## src/rtl/wb_arbiter2_if.sv

```systemverilog
// Bus bundle for the two-master Wishbone arbiter: both master ports and the
// shared slave port. The arbiter uses the slave view; the environment that
// drives masters and models the slave uses the master view.
interface wb_arbiter2_if;
    logic [63:0] i_m0_adr;
    logic [63:0] i_m0_dat;
    logic        i_m0_we;
    logic [7:0]  i_m0_sel;
    logic        i_m0_stb;
    logic        i_m0_cyc;
    logic [63:0] o_m0_dat;
    logic        o_m0_ack;
    logic        o_m0_stall;
    logic        o_m0_err;

    logic [63:0] i_m1_adr;
    logic [63:0] i_m1_dat;
    logic        i_m1_we;
    logic [7:0]  i_m1_sel;
    logic        i_m1_stb;
    logic        i_m1_cyc;
    logic [63:0] o_m1_dat;
    logic        o_m1_ack;
    logic        o_m1_stall;
    logic        o_m1_err;

    logic [63:0] o_wb_adr;
    logic [63:0] o_wb_dat;
    logic        o_wb_we;
    logic [7:0]  o_wb_sel;
    logic        o_wb_stb;
    logic        o_wb_cyc;
    logic [63:0] i_wb_dat;
    logic        i_wb_ack;
    logic        i_wb_stall;

    modport slave (
        input  i_m0_adr, i_m0_dat, i_m0_we, i_m0_sel, i_m0_stb, i_m0_cyc,
        output o_m0_dat, o_m0_ack, o_m0_stall, o_m0_err,
        input  i_m1_adr, i_m1_dat, i_m1_we, i_m1_sel, i_m1_stb, i_m1_cyc,
        output o_m1_dat, o_m1_ack, o_m1_stall, o_m1_err,
        output o_wb_adr, o_wb_dat, o_wb_we, o_wb_sel, o_wb_stb, o_wb_cyc,
        input  i_wb_dat, i_wb_ack, i_wb_stall
    );

    modport master (
        output i_m0_adr, i_m0_dat, i_m0_we, i_m0_sel, i_m0_stb, i_m0_cyc,
        input  o_m0_dat, o_m0_ack, o_m0_stall, o_m0_err,
        output i_m1_adr, i_m1_dat, i_m1_we, i_m1_sel, i_m1_stb, i_m1_cyc,
        input  o_m1_dat, o_m1_ack, o_m1_stall, o_m1_err,
        input  o_wb_adr, o_wb_dat, o_wb_we, o_wb_sel, o_wb_stb, o_wb_cyc,
        output i_wb_dat, i_wb_ack, i_wb_stall
    );
endinterface

```

## src/rtl/wb_arbiter2.sv

```systemverilog
// Two-master Wishbone arbiter (m0 = instruction fetch, m1 = load/store).
// Non-preemptive ownership, round-robin on ties, zero-bubble handover, and a
// per-cycle no-ack timeout that aborts the cycle and locks the offending
// master out until it drops cyc.
module wb_arbiter2 #(
    parameter int unsigned TIMEOUT_CYCLES = 255
) (
    input  logic             i_clk,
    input  logic             i_reset_n,
    wb_arbiter2_if.slave     bus,
    output logic [1:0]       o_grant
);

    localparam logic [15:0] TMO_LIMIT = 16'(TIMEOUT_CYCLES);

    typedef enum logic [1:0] {
        IDLE = 2'd0,
        OWN0 = 2'd1,
        OWN1 = 2'd2
    } state_t;

    state_t      state;
    state_t      state_nx;
    logic [15:0] tmo_cnt;
    logic [15:0] tmo_cnt_nx;
    logic        lock0;
    logic        lock1;
    logic        last_m1;     // 1 when m1 was the most recent grant
    logic        req0;
    logic        req1;
    logic        tmo0;
    logic        tmo1;

    // A master competes only when requesting and not locked out
    always_comb begin
        req0 = bus.i_m0_cyc & ~lock0;
        req1 = bus.i_m1_cyc & ~lock1;
    end

    // Next-state selection and bus/master output muxing
    always_comb begin
        state_nx       = state;
        tmo0           = 1'b0;
        tmo1           = 1'b0;
        bus.o_wb_adr   = '0;
        bus.o_wb_dat   = '0;
        bus.o_wb_we    = 1'b0;
        bus.o_wb_sel   = '0;
        bus.o_wb_stb   = 1'b0;
        bus.o_wb_cyc   = 1'b0;
        bus.o_m0_dat   = '0;
        bus.o_m0_ack   = 1'b0;
        bus.o_m0_stall = 1'b1;
        bus.o_m0_err   = 1'b0;
        bus.o_m1_dat   = '0;
        bus.o_m1_ack   = 1'b0;
        bus.o_m1_stall = 1'b1;
        bus.o_m1_err   = 1'b0;

        case (state)
            IDLE: begin
                if (req0 && (!req1 || last_m1)) begin
                    state_nx = OWN0;
                end else if (req1) begin
                    state_nx = OWN1;
                end
            end
            OWN0: begin
                // A simultaneous ack beats the timeout
                tmo0           = bus.i_m0_cyc && !bus.i_wb_ack && (tmo_cnt >= TMO_LIMIT);
                bus.o_wb_adr   = bus.i_m0_adr;
                bus.o_wb_dat   = bus.i_m0_dat;
                bus.o_wb_we    = bus.i_m0_we;
                bus.o_wb_sel   = bus.i_m0_sel;
                bus.o_wb_stb   = bus.i_m0_stb & ~tmo0;
                bus.o_wb_cyc   = bus.i_m0_cyc & ~tmo0;
                bus.o_m0_dat   = bus.i_wb_dat;
                bus.o_m0_ack   = bus.i_wb_ack;
                bus.o_m0_stall = bus.i_wb_stall;
                bus.o_m0_err   = tmo0;
                if (tmo0) begin
                    state_nx = IDLE;
                end else if (!bus.i_m0_cyc) begin
                    state_nx = req1 ? OWN1 : IDLE;
                end
            end
            OWN1: begin
                tmo1           = bus.i_m1_cyc && !bus.i_wb_ack && (tmo_cnt >= TMO_LIMIT);
                bus.o_wb_adr   = bus.i_m1_adr;
                bus.o_wb_dat   = bus.i_m1_dat;
                bus.o_wb_we    = bus.i_m1_we;
                bus.o_wb_sel   = bus.i_m1_sel;
                bus.o_wb_stb   = bus.i_m1_stb & ~tmo1;
                bus.o_wb_cyc   = bus.i_m1_cyc & ~tmo1;
                bus.o_m1_dat   = bus.i_wb_dat;
                bus.o_m1_ack   = bus.i_wb_ack;
                bus.o_m1_stall = bus.i_wb_stall;
                bus.o_m1_err   = tmo1;
                if (tmo1) begin
                    state_nx = IDLE;
                end else if (!bus.i_m1_cyc) begin
                    state_nx = req0 ? OWN0 : IDLE;
                end
            end
            default: begin
                state_nx = IDLE;
            end
        endcase
    end

    // Grant is decoded purely from the state register
    always_comb begin
        o_grant = {state == OWN1, state == OWN0};
    end

    // Timeout counter: restarts on any ownership entry (handover included),
    // on ack and whenever the bus goes idle
    always_comb begin
        if (state_nx == IDLE || state_nx != state || bus.i_wb_ack) begin
            tmo_cnt_nx = '0;
        end else if (bus.o_wb_cyc) begin
            tmo_cnt_nx = tmo_cnt + 16'd1;
        end else begin
            tmo_cnt_nx = tmo_cnt;
        end
    end

    // State register
    always_ff @(posedge i_clk) begin
        if (!i_reset_n) begin
            state <= IDLE;
        end else begin
            state <= state_nx;
        end
    end

    // Timeout counter, lockout flags and round-robin pointer
    always_ff @(posedge i_clk) begin
        if (!i_reset_n) begin
            tmo_cnt <= '0;
            lock0   <= 1'b0;
            lock1   <= 1'b0;
            last_m1 <= 1'b1;
        end else begin
            tmo_cnt <= tmo_cnt_nx;
            if (tmo0) begin
                lock0 <= 1'b1;
            end else if (!bus.i_m0_cyc) begin
                lock0 <= 1'b0;
            end
            if (tmo1) begin
                lock1 <= 1'b1;
            end else if (!bus.i_m1_cyc) begin
                lock1 <= 1'b0;
            end
            if (state_nx == OWN0 && state != OWN0) begin
                last_m1 <= 1'b0;
            end else if (state_nx == OWN1 && state != OWN1) begin
                last_m1 <= 1'b1;
            end
        end
    end

endmodule

```

## src/flat_wrapper.sv

```systemverilog
// flat-port wrapper written by rule: the top's interface ports become plain ports
module wb_arbiter2_flat 
#(
    parameter int unsigned TIMEOUT_CYCLES = 255
)
  (i_clk, i_reset_n, o_grant, bus_i_m0_adr, bus_i_m0_dat, bus_i_m0_we, bus_i_m0_sel, bus_i_m0_stb, bus_i_m0_cyc, bus_o_m0_dat, bus_o_m0_ack, bus_o_m0_stall, bus_o_m0_err, bus_i_m1_adr, bus_i_m1_dat, bus_i_m1_we, bus_i_m1_sel, bus_i_m1_stb, bus_i_m1_cyc, bus_o_m1_dat, bus_o_m1_ack, bus_o_m1_stall, bus_o_m1_err, bus_o_wb_adr, bus_o_wb_dat, bus_o_wb_we, bus_o_wb_sel, bus_o_wb_stb, bus_o_wb_cyc, bus_i_wb_dat, bus_i_wb_ack, bus_i_wb_stall);
  wb_arbiter2_if bus_i ();
  input  logic i_clk;
  input  logic i_reset_n;
  output logic [1:0] o_grant;
  input wire logic [$bits(bus_i.i_m0_adr)-1:0] bus_i_m0_adr;
  input wire logic [$bits(bus_i.i_m0_dat)-1:0] bus_i_m0_dat;
  input wire logic [$bits(bus_i.i_m0_we)-1:0] bus_i_m0_we;
  input wire logic [$bits(bus_i.i_m0_sel)-1:0] bus_i_m0_sel;
  input wire logic [$bits(bus_i.i_m0_stb)-1:0] bus_i_m0_stb;
  input wire logic [$bits(bus_i.i_m0_cyc)-1:0] bus_i_m0_cyc;
  output wire logic [$bits(bus_i.o_m0_dat)-1:0] bus_o_m0_dat;
  output wire logic [$bits(bus_i.o_m0_ack)-1:0] bus_o_m0_ack;
  output wire logic [$bits(bus_i.o_m0_stall)-1:0] bus_o_m0_stall;
  output wire logic [$bits(bus_i.o_m0_err)-1:0] bus_o_m0_err;
  input wire logic [$bits(bus_i.i_m1_adr)-1:0] bus_i_m1_adr;
  input wire logic [$bits(bus_i.i_m1_dat)-1:0] bus_i_m1_dat;
  input wire logic [$bits(bus_i.i_m1_we)-1:0] bus_i_m1_we;
  input wire logic [$bits(bus_i.i_m1_sel)-1:0] bus_i_m1_sel;
  input wire logic [$bits(bus_i.i_m1_stb)-1:0] bus_i_m1_stb;
  input wire logic [$bits(bus_i.i_m1_cyc)-1:0] bus_i_m1_cyc;
  output wire logic [$bits(bus_i.o_m1_dat)-1:0] bus_o_m1_dat;
  output wire logic [$bits(bus_i.o_m1_ack)-1:0] bus_o_m1_ack;
  output wire logic [$bits(bus_i.o_m1_stall)-1:0] bus_o_m1_stall;
  output wire logic [$bits(bus_i.o_m1_err)-1:0] bus_o_m1_err;
  output wire logic [$bits(bus_i.o_wb_adr)-1:0] bus_o_wb_adr;
  output wire logic [$bits(bus_i.o_wb_dat)-1:0] bus_o_wb_dat;
  output wire logic [$bits(bus_i.o_wb_we)-1:0] bus_o_wb_we;
  output wire logic [$bits(bus_i.o_wb_sel)-1:0] bus_o_wb_sel;
  output wire logic [$bits(bus_i.o_wb_stb)-1:0] bus_o_wb_stb;
  output wire logic [$bits(bus_i.o_wb_cyc)-1:0] bus_o_wb_cyc;
  input wire logic [$bits(bus_i.i_wb_dat)-1:0] bus_i_wb_dat;
  input wire logic [$bits(bus_i.i_wb_ack)-1:0] bus_i_wb_ack;
  input wire logic [$bits(bus_i.i_wb_stall)-1:0] bus_i_wb_stall;
  assign bus_i.i_m0_adr = bus_i_m0_adr;
  assign bus_i.i_m0_dat = bus_i_m0_dat;
  assign bus_i.i_m0_we = bus_i_m0_we;
  assign bus_i.i_m0_sel = bus_i_m0_sel;
  assign bus_i.i_m0_stb = bus_i_m0_stb;
  assign bus_i.i_m0_cyc = bus_i_m0_cyc;
  assign bus_o_m0_dat = bus_i.o_m0_dat;
  assign bus_o_m0_ack = bus_i.o_m0_ack;
  assign bus_o_m0_stall = bus_i.o_m0_stall;
  assign bus_o_m0_err = bus_i.o_m0_err;
  assign bus_i.i_m1_adr = bus_i_m1_adr;
  assign bus_i.i_m1_dat = bus_i_m1_dat;
  assign bus_i.i_m1_we = bus_i_m1_we;
  assign bus_i.i_m1_sel = bus_i_m1_sel;
  assign bus_i.i_m1_stb = bus_i_m1_stb;
  assign bus_i.i_m1_cyc = bus_i_m1_cyc;
  assign bus_o_m1_dat = bus_i.o_m1_dat;
  assign bus_o_m1_ack = bus_i.o_m1_ack;
  assign bus_o_m1_stall = bus_i.o_m1_stall;
  assign bus_o_m1_err = bus_i.o_m1_err;
  assign bus_o_wb_adr = bus_i.o_wb_adr;
  assign bus_o_wb_dat = bus_i.o_wb_dat;
  assign bus_o_wb_we = bus_i.o_wb_we;
  assign bus_o_wb_sel = bus_i.o_wb_sel;
  assign bus_o_wb_stb = bus_i.o_wb_stb;
  assign bus_o_wb_cyc = bus_i.o_wb_cyc;
  assign bus_i.i_wb_dat = bus_i_wb_dat;
  assign bus_i.i_wb_ack = bus_i_wb_ack;
  assign bus_i.i_wb_stall = bus_i_wb_stall;
  wb_arbiter2 #(.TIMEOUT_CYCLES(TIMEOUT_CYCLES)) u_core (.i_clk(i_clk), .i_reset_n(i_reset_n), .bus(bus_i), .o_grant(o_grant));
endmodule
```

## config.mk

```make
export PLATFORM = sky130hd
export DESIGN_NAME = wb_arbiter2_flat
export DESIGN_NICKNAME = d
export VERILOG_FILES = /design/src/rtl/wb_arbiter2_if.sv /design/src/rtl/wb_arbiter2.sv /design/src/flat_wrapper.sv
export SDC_FILE = /design/constraint.sdc
export NUM_CORES = 1
export LEC_CHECK = 0
export CORE_AREA = 2 2 244 246
export DETAILED_ROUTE_END_ITERATION = 12
export DIE_AREA = 0 0 246 248
export PLACE_DENSITY = 0.44
export SETUP_SLACK_MARGIN = 0.5
export SYNTH_ARGS = -nofsm -noshare
export SYNTH_HDL_FRONTEND = slang
export SYNTH_SLANG_ARGS = --single-unit
```

## constraint.sdc

```tcl
create_clock -name i_clk -period 3.3 [get_ports i_clk]
set_input_delay 0.33 -clock i_clk [delete_from_list [all_inputs] [get_ports i_clk]]
set_output_delay 0.33 -clock i_clk [all_outputs]
set_load 0.005 [all_outputs]
```

==> After elaboration in Yosys (flattened, before gate mapping) <==
Cells that the tools add are included.
{ "classes": {"addsub": 1, "n_mux": 29, "bitwise": 11, "n_reduce_logical": 16, "n_eq_ne": 9, "magnitude_cmp": 1} }
{ "op_table": {"columns": ["operator", "n"], "rows": [
  ["case mux 64 bit (2 select lines)", 2],
  ["two-way mux 64 bit", 2],
  ["adder 16 x 1 -> 16 bit, second input constant", 1],
  [">= comparator 16 x 8 -> 1 bit, second input constant", 1],
  ["case mux 8 bit (2 select lines)", 1],
  ["two-way mux 2 bit", 7],
  ["two-way mux 1 bit", 13],
  ["logical AND 1 bit", 7],
  ["bitwise AND 1 bit", 6],
  ["!= test 2 x 1 -> 1 bit, second input constant", 3],
  ["case mux 1 bit (2 select lines)", 3],
  ["case mux 2 bit (3 select lines)", 1],
  ["inverter 1 bit", 5],
  ["equality test 2 x 1 -> 1 bit, second input constant", 2],
  ["equality test 2 bit, second input constant", 2],
  ["logical NOT 2 bit", 2],
  ["logical OR 1 bit", 3],
  ["logical NOT 1 bit", 2],
  ["!= test 2 bit", 1],
  ["!= test 2 bit, second input constant", 1],
  ["nonzero test 2 bit", 1],
  ["OR reduction 2 bit", 1]
]} }
{ "word_totals": {"elab_cells": 72, "output_inout_bits": 275, "in_bits": 346, "reg_bits": 21} }

==> Longest topological paths before layout <==
{ "logic_depth": {"ltp_word": 11, "ltp_mapped": 10, "ltp_nobuf": 8} }

==> Worst setup path after synthesis <==
Ideal clock, no wire load.
{ "synth_timing": {"path_kind": "register to register", "from": "register u_core.state[0]", "to": "register u_core.tmo_cnt[0]", "arrival_time_ps": 2195, "setup_slack_ps": 990, "n_path_buf": 3, "setup_time_ps": 115, "synth_period_minus_slack_ps": 2310, "stages_incl_launch_ff": 11, "path_cell_list": "dfxtp_1 clkbuf_1 inv_1 ha_1 buf_2 a32o_1 a32oi_1 a31oi_4 mux2i_4 buf_6 nor2_2"} }
{ "synth_via": {"word_cells_on_any_way": 16} }
{ "synth_lines": {"columns": ["element", "line", "source"], "rows": [
  ["from (decl)", "wb_arbiter2.sv:22", "state_t state;"],
  ["from (signal assigned)", "wb_arbiter2.sv:133", "state <= state_nx;"],
  ["equality test 2 bit (*)", null, null],
  ["named net o_grant[1]", "flat_wrapper.sv:10", "output logic [1:0] o_grant;"],
  ["case mux 2 bit (3 select lines)", "wb_arbiter2.sv:60", "case (state)"],
  ["!= test 2 bit / logical NOT 2 bit (equally long branches)", "wb_arbiter2.sv:119", "if (state_nx == IDLE || state_nx != state || bus.i_wb_ack) begin"],
  ["logical OR 1 bit (2 in a row)", "wb_arbiter2.sv:119", null],
  ["OR reduction 2 bit (no source line)", null, null],
  ["to (signal assigned)", "wb_arbiter2.sv:145", "tmo_cnt <= tmo_cnt_nx;"],
  ["to (decl)", "wb_arbiter2.sv:24", "logic [15:0] tmo_cnt;"]
]} }
Mark *: on every way through the listed nets, which the timed path passes. The rest lies on a longest branch.
A chain may end at the register's enable or synchronous reset.

==> Worst setup path after layout <==
{ "layout_timing": {"from": "register u_core.state[0]", "to": "output bus_o_wb_dat[63]"} }
{ "layout_via": {"elab_chain_cells": 2, "word_cells_on_any_way": 3} }
{ "layout_lines": {"columns": ["element", "line", "source"], "rows": [
  ["equality test 2 bit / equality test 2 x 1 -> 1 bit (equally long branches)", "wb_arbiter2.sv:60", null],
  ["case mux 64 bit (2 select lines) (*)", "wb_arbiter2.sv:60", null],
  ["to (decl)", "flat_wrapper.sv:32", "output wire logic [$bits(bus_i.o_wb_dat)-1:0] bus_o_wb_dat;"]
]} }
Every way passes the cells marked *; elsewhere a longest branch is shown, timed or not.

==> results by stage <==
Critical path:
- The worst setup path is launched from a flop.
- The dominant delay contributor by cell family on the critical path is buffers and inverters.
- The critical path contains buffers and inverters numbering 4 combined.
- Of all nets on the critical path, the largest fanout is 21.
- The cell at the slowest stage of the critical path is clkdlybuf4s50_1.
- The critical path class is reg -> out.
- Walking the worst path, the cells encountered are inv_1, ha_4, buf_12, buf_16, a22oi_2, nor2b_1, clkdlybuf4s50_1.
- The endpoint class of the critical path is an output port.
- The arrival time at the worst endpoint is roughly 2400 ps.
- The first element of the critical path is u_core.state[0]$_SDFF_PN0_.
- At the worst endpoint, the required time is 2970 ps.
- The reg-to-reg critical path startpoint is u_core.state[1]$_SDFF_PN0_.
- For this run, the slowest stage of the critical path takes about 470 ps.

STA:
- For the finished layout, the period the worst path requires is about 2700 ps.
- The clock skew after layout is between 3 and 4 ps.
- The worst pin sits at a relative slew slack of 0.609.
- Dividing the final minimum period by the clock period gives 0.830.
- Setup repair after global routing could not meet its margin everywhere.
- The final hold violation count is 0.
- The total count of max-transition violations in the final report is 0.
- The tightest hold path in the finished design has a slack of approximately 540 ps.
- The slew at the pin closest to its max-slew limit is about 590 ps.
- For this run, the top clock speed supported by timing is about 360 MHz.
- Setup violations remaining at the end of the flow were counted as 0.
- The setup TNS is 0 ps.

Run:
- Max-cap violations in this run came to 0.

Global route:
- The total global-route track usage is 0.103.
- The number of global-route vias before repair is approximately 6700.
- The first-pass GRT wire length is between 40 and 50 mm.
- The largest net degree at the start of global routing is 55.
- The number of antenna violations at the first check in global routing is 8.
- The global-route congestion overflow total is 0.

Die:
- The placeable core area is roughly 0.058 mm2.
- The area enclosed by the die boundary is roughly 0.061 mm2.
- In this run the count of I/O pins placed on the die edge is between 600 and 700.
- From left edge to right edge, the die measures 246 um.
- Row generation in the floorplan step produced 89 rows.
- For this configuration, the core starts out at a cell density of 0.0731.
- The floorplan step set the die height to around 250 um.

Clock tree:
- CTS built an H-tree with a depth of 1.
- The tree is rooted in a clkbuf_16.
- The clock slew at the register clock pins of the worst setup and hold paths is approximately 60 ps.
- The number of buffers on the longest clock path is 2.
- In this run, CTS created clock tree buffers numbering 3.
- The count of hold-fix buffers inserted at cts is 0.
- The tree built by TritonCTS fans out to 21 sinks.
- At the later pin of the worst-skew pair, clock insertion delay measures 250 ps.
- TritonCTS built the clock tree.

Min path:
- The min-delay analysis places its worst path in the category reg -> reg.
- The worst hold path begins at u_core.tmo_cnt[4]$_SDFFE_PP0P_.

Detailed routing:
- The average detailed-routed wire length per instance is approximately 18 um.
- The routed via count divided by cell count is 3.52.
- The post-detailed-route DRC marker count is 0.
- The final layout contains routed wiring with a total length of about 36 mm.
- The first detailed-routing pass ran for 5 iterations.
- In this run the remaining antenna-violating nets after routing total 0.
- In this run, the number of DRC markers left after iteration 0 of detailed routing was 206.
- Detailed routing inserted a total of 6997 vias.

Outcome:
- The run finished with clean final reports.

Synth:
- The post-synthesis net count is a little under 1000.
- Counting flops with an async set or reset pin after synthesis yields a share of 0.
- The average instance in the mapped netlist occupies 6.98 um2.
- The number of synthesized flops with an enable pin is 0.
- The distinct cell type count of the synthesized netlist is 48.
- In the synthesized netlist the dominant register cell turns out to be dfxtp_1.
- The instance count of the mapped netlist is 612.
- Counting flops and latches in the post-synthesis netlist gives 21.
- The cell area that synthesis handed to floorplanning was approximately 0.0043 mm2.
- For this run, the register share of the synthesized area comes to 0.0984.
- The count of warnings emitted by yosys is 0.

Finish:
- Of the cells placed in the final design, the portion with a size suffix greater than 1 is 0.0702.
- The area growth from synthesis to layout is 178%.
- The final cell count without fillers is between 1500 and 2000.
- At the end of the flow, the number of nets in the layout was about 1600.

Place:
- After detailed placement, the design holds a cell count of 1961.
- Routability-driven placement finished with a final weighted congestion of between 0.7 and 0.8.
- During placement, the flow inserted port buffers numbering between 600 and 700.
- Summed over all nets, the half-perimeter wirelength after detailed placement is 29.5 mm.

Pwr:
- The standby leakage power is just under 0.004 uW.
- The maximum ir drop on the vdd rail is between 0.15 and 0.2 mV.
- Dividing total power by cell area gives a power density of between 200 and 300 mW/mm2.
## layout by cell type, fill, tap and decap left out, types with 2 or more instances in the layout
cell and n:
a21oi_1 3, a22oi_1 129, a22oi_2 8, and2_1 134, and3_1 5, buf_12 8
buf_16 2, buf_4 27, buf_6 7, clkbuf_16 5, clkdlybuf4s50_1 612, dfxtp_1 19
dfxtp_2 2, diode_2 4, dlymetal6s2s_1 3, ha_4 3, inv_1 6, nand2_1 7
nand2b_1 3, nand3_1 13, nand4_1 5, nand4_2 2, nor2_1 10, nor2_2 10
nor2b_1 139, nor3_1 2, nor4_4 2, o21a_1 3, xnor2_1 4, xor2_1 11
## kinds of logic (layout without fill, tap and decap cells)
| kind of cell | count (synthesis) | count (layout) | synth area share |
|---|---|---|---|
| compound gates | 157 | 157 | 0.286 |
| xor+xnor | 15 | 15 | 0.0307 |
| fa+ha+maj | 5 | 5 | 0.0146 |
| buf+inv | 73 | 672 | 0.0676 |
| flops | 21 | 21 | 0.0984 |
| mux | 3 | 3 | 0.0102 |
| other cells | 0 | 4 | 0 |
| simple gates | 338 | 338 | 0.493 |
## stage by stage
step | utilization | cell area (um2) | setup WS (ps) | power, uW
6_report | 0.203 | 11900 | 560 | 3410
4_1_cts | 0.200 | 11700 | 485 | 3420
3_5_place_dp | 0.196 | 11500 | 433 | 3020
2_1_floorplan | - | 4270 | 990 | 1360
5_1_grt | 0.203 | 11900 | 469 | 3670
3_3_place_gp | 0.196 | 11500 | 451 | 3030
## worst reg2reg max path: stages, from the launching register on
cell	delay, ps
dfxtp_2	420
inv_1	150
ha_4	260
buf_4	210
nand4_1	100
o221ai_1	190
a2111o_1	420
o2111a_1	170
mux2i_4	130
buf_4	270
nor2_1	90
## flip-flops by register name, summed over array words and instances, names as in the netlist
name and count:
u_core.last_m1 1, u_core.lock0 1, u_core.lock1 1, u_core.state 2, u_core.tmo_cnt 16
## power by group
part	switching [uW]	internal [uW]
combinational	1200	1680
sequential	16.2	264
clock	96.6	163
total	1310	2100
## synthesized netlist by cell type (all sizes together), types with 2 or more instances
| cell | count | share of area |
|---|---|---|
| nand2 | 7 | 0.0062 |
| a21oi | 3 | 0.0035 |
| o211a | 2 | 0.0064 |
| nor3 | 3 | 0.0047 |
| mux2i | 2 | 0.0076 |
| xor2 | 11 | 0.023 |
| nor2 | 20 | 0.023 |
| nand3 | 13 | 0.015 |
| dfxtp | 21 | 0.098 |
| ha | 5 | 0.015 |
| a22oi | 137 | 0.24 |
| xnor2 | 4 | 0.0082 |
| o21a | 3 | 0.0053 |
| a31oi | 2 | 0.0064 |
| clkbuf | 58 | 0.051 |
| nor2b | 139 | 0.20 |
| and3 | 5 | 0.0073 |
| buf | 9 | 0.011 |
| nand4 | 7 | 0.013 |
| nor4 | 3 | 0.011 |
| nand2b | 3 | 0.0044 |
| inv | 6 | 0.0053 |
| and2 | 134 | 0.20 |
## path summary, 6_finish.rpt
check	end	slack, ps	cells after the start
setup / recovery	bus_o_wb_dat[63]	560	7
hold / removal	u_core.tmo_cnt[4]$_SDFFE_PP0P_	540	2
setup reg to reg	u_core.tmo_cnt[5]$_SDFFE_PP0P_	790	10
hold reg to reg	u_core.tmo_cnt[4]$_SDFFE_PP0P_	540	2
## cell type report
type                    instances  area, um2
repair buffers                662       6720
fillers                      6482      46600
clock buffers                   3       75.1
inverters                       6       22.5
multi-input cells             518       3640
clock inverters                 1       5.00
diodes                          4       10.0
well taps                     773        967
flip-flops and latches         21        423
## layer usage
layer	GRT usage	wire, um	vias to the layer above
met5	0	68	-
li1	-	-	3347
met2	0.175	17200	383
met3	0.0325	3480	34
met1	0.125	14600	3223
met4	0.0239	681	10
## timing repair
| action | CTS | global route |
|---|---|---|
| endpoints found under the setup margin | 127 | 59 |
| cloned | 0 | 2 |
| setup buffers | 12 | 5 |
| gates resized for setup | 12 | 11 |
| pin swaps | 1 | 1 |
Note: power is estimated with default switching activity, not from simulation.
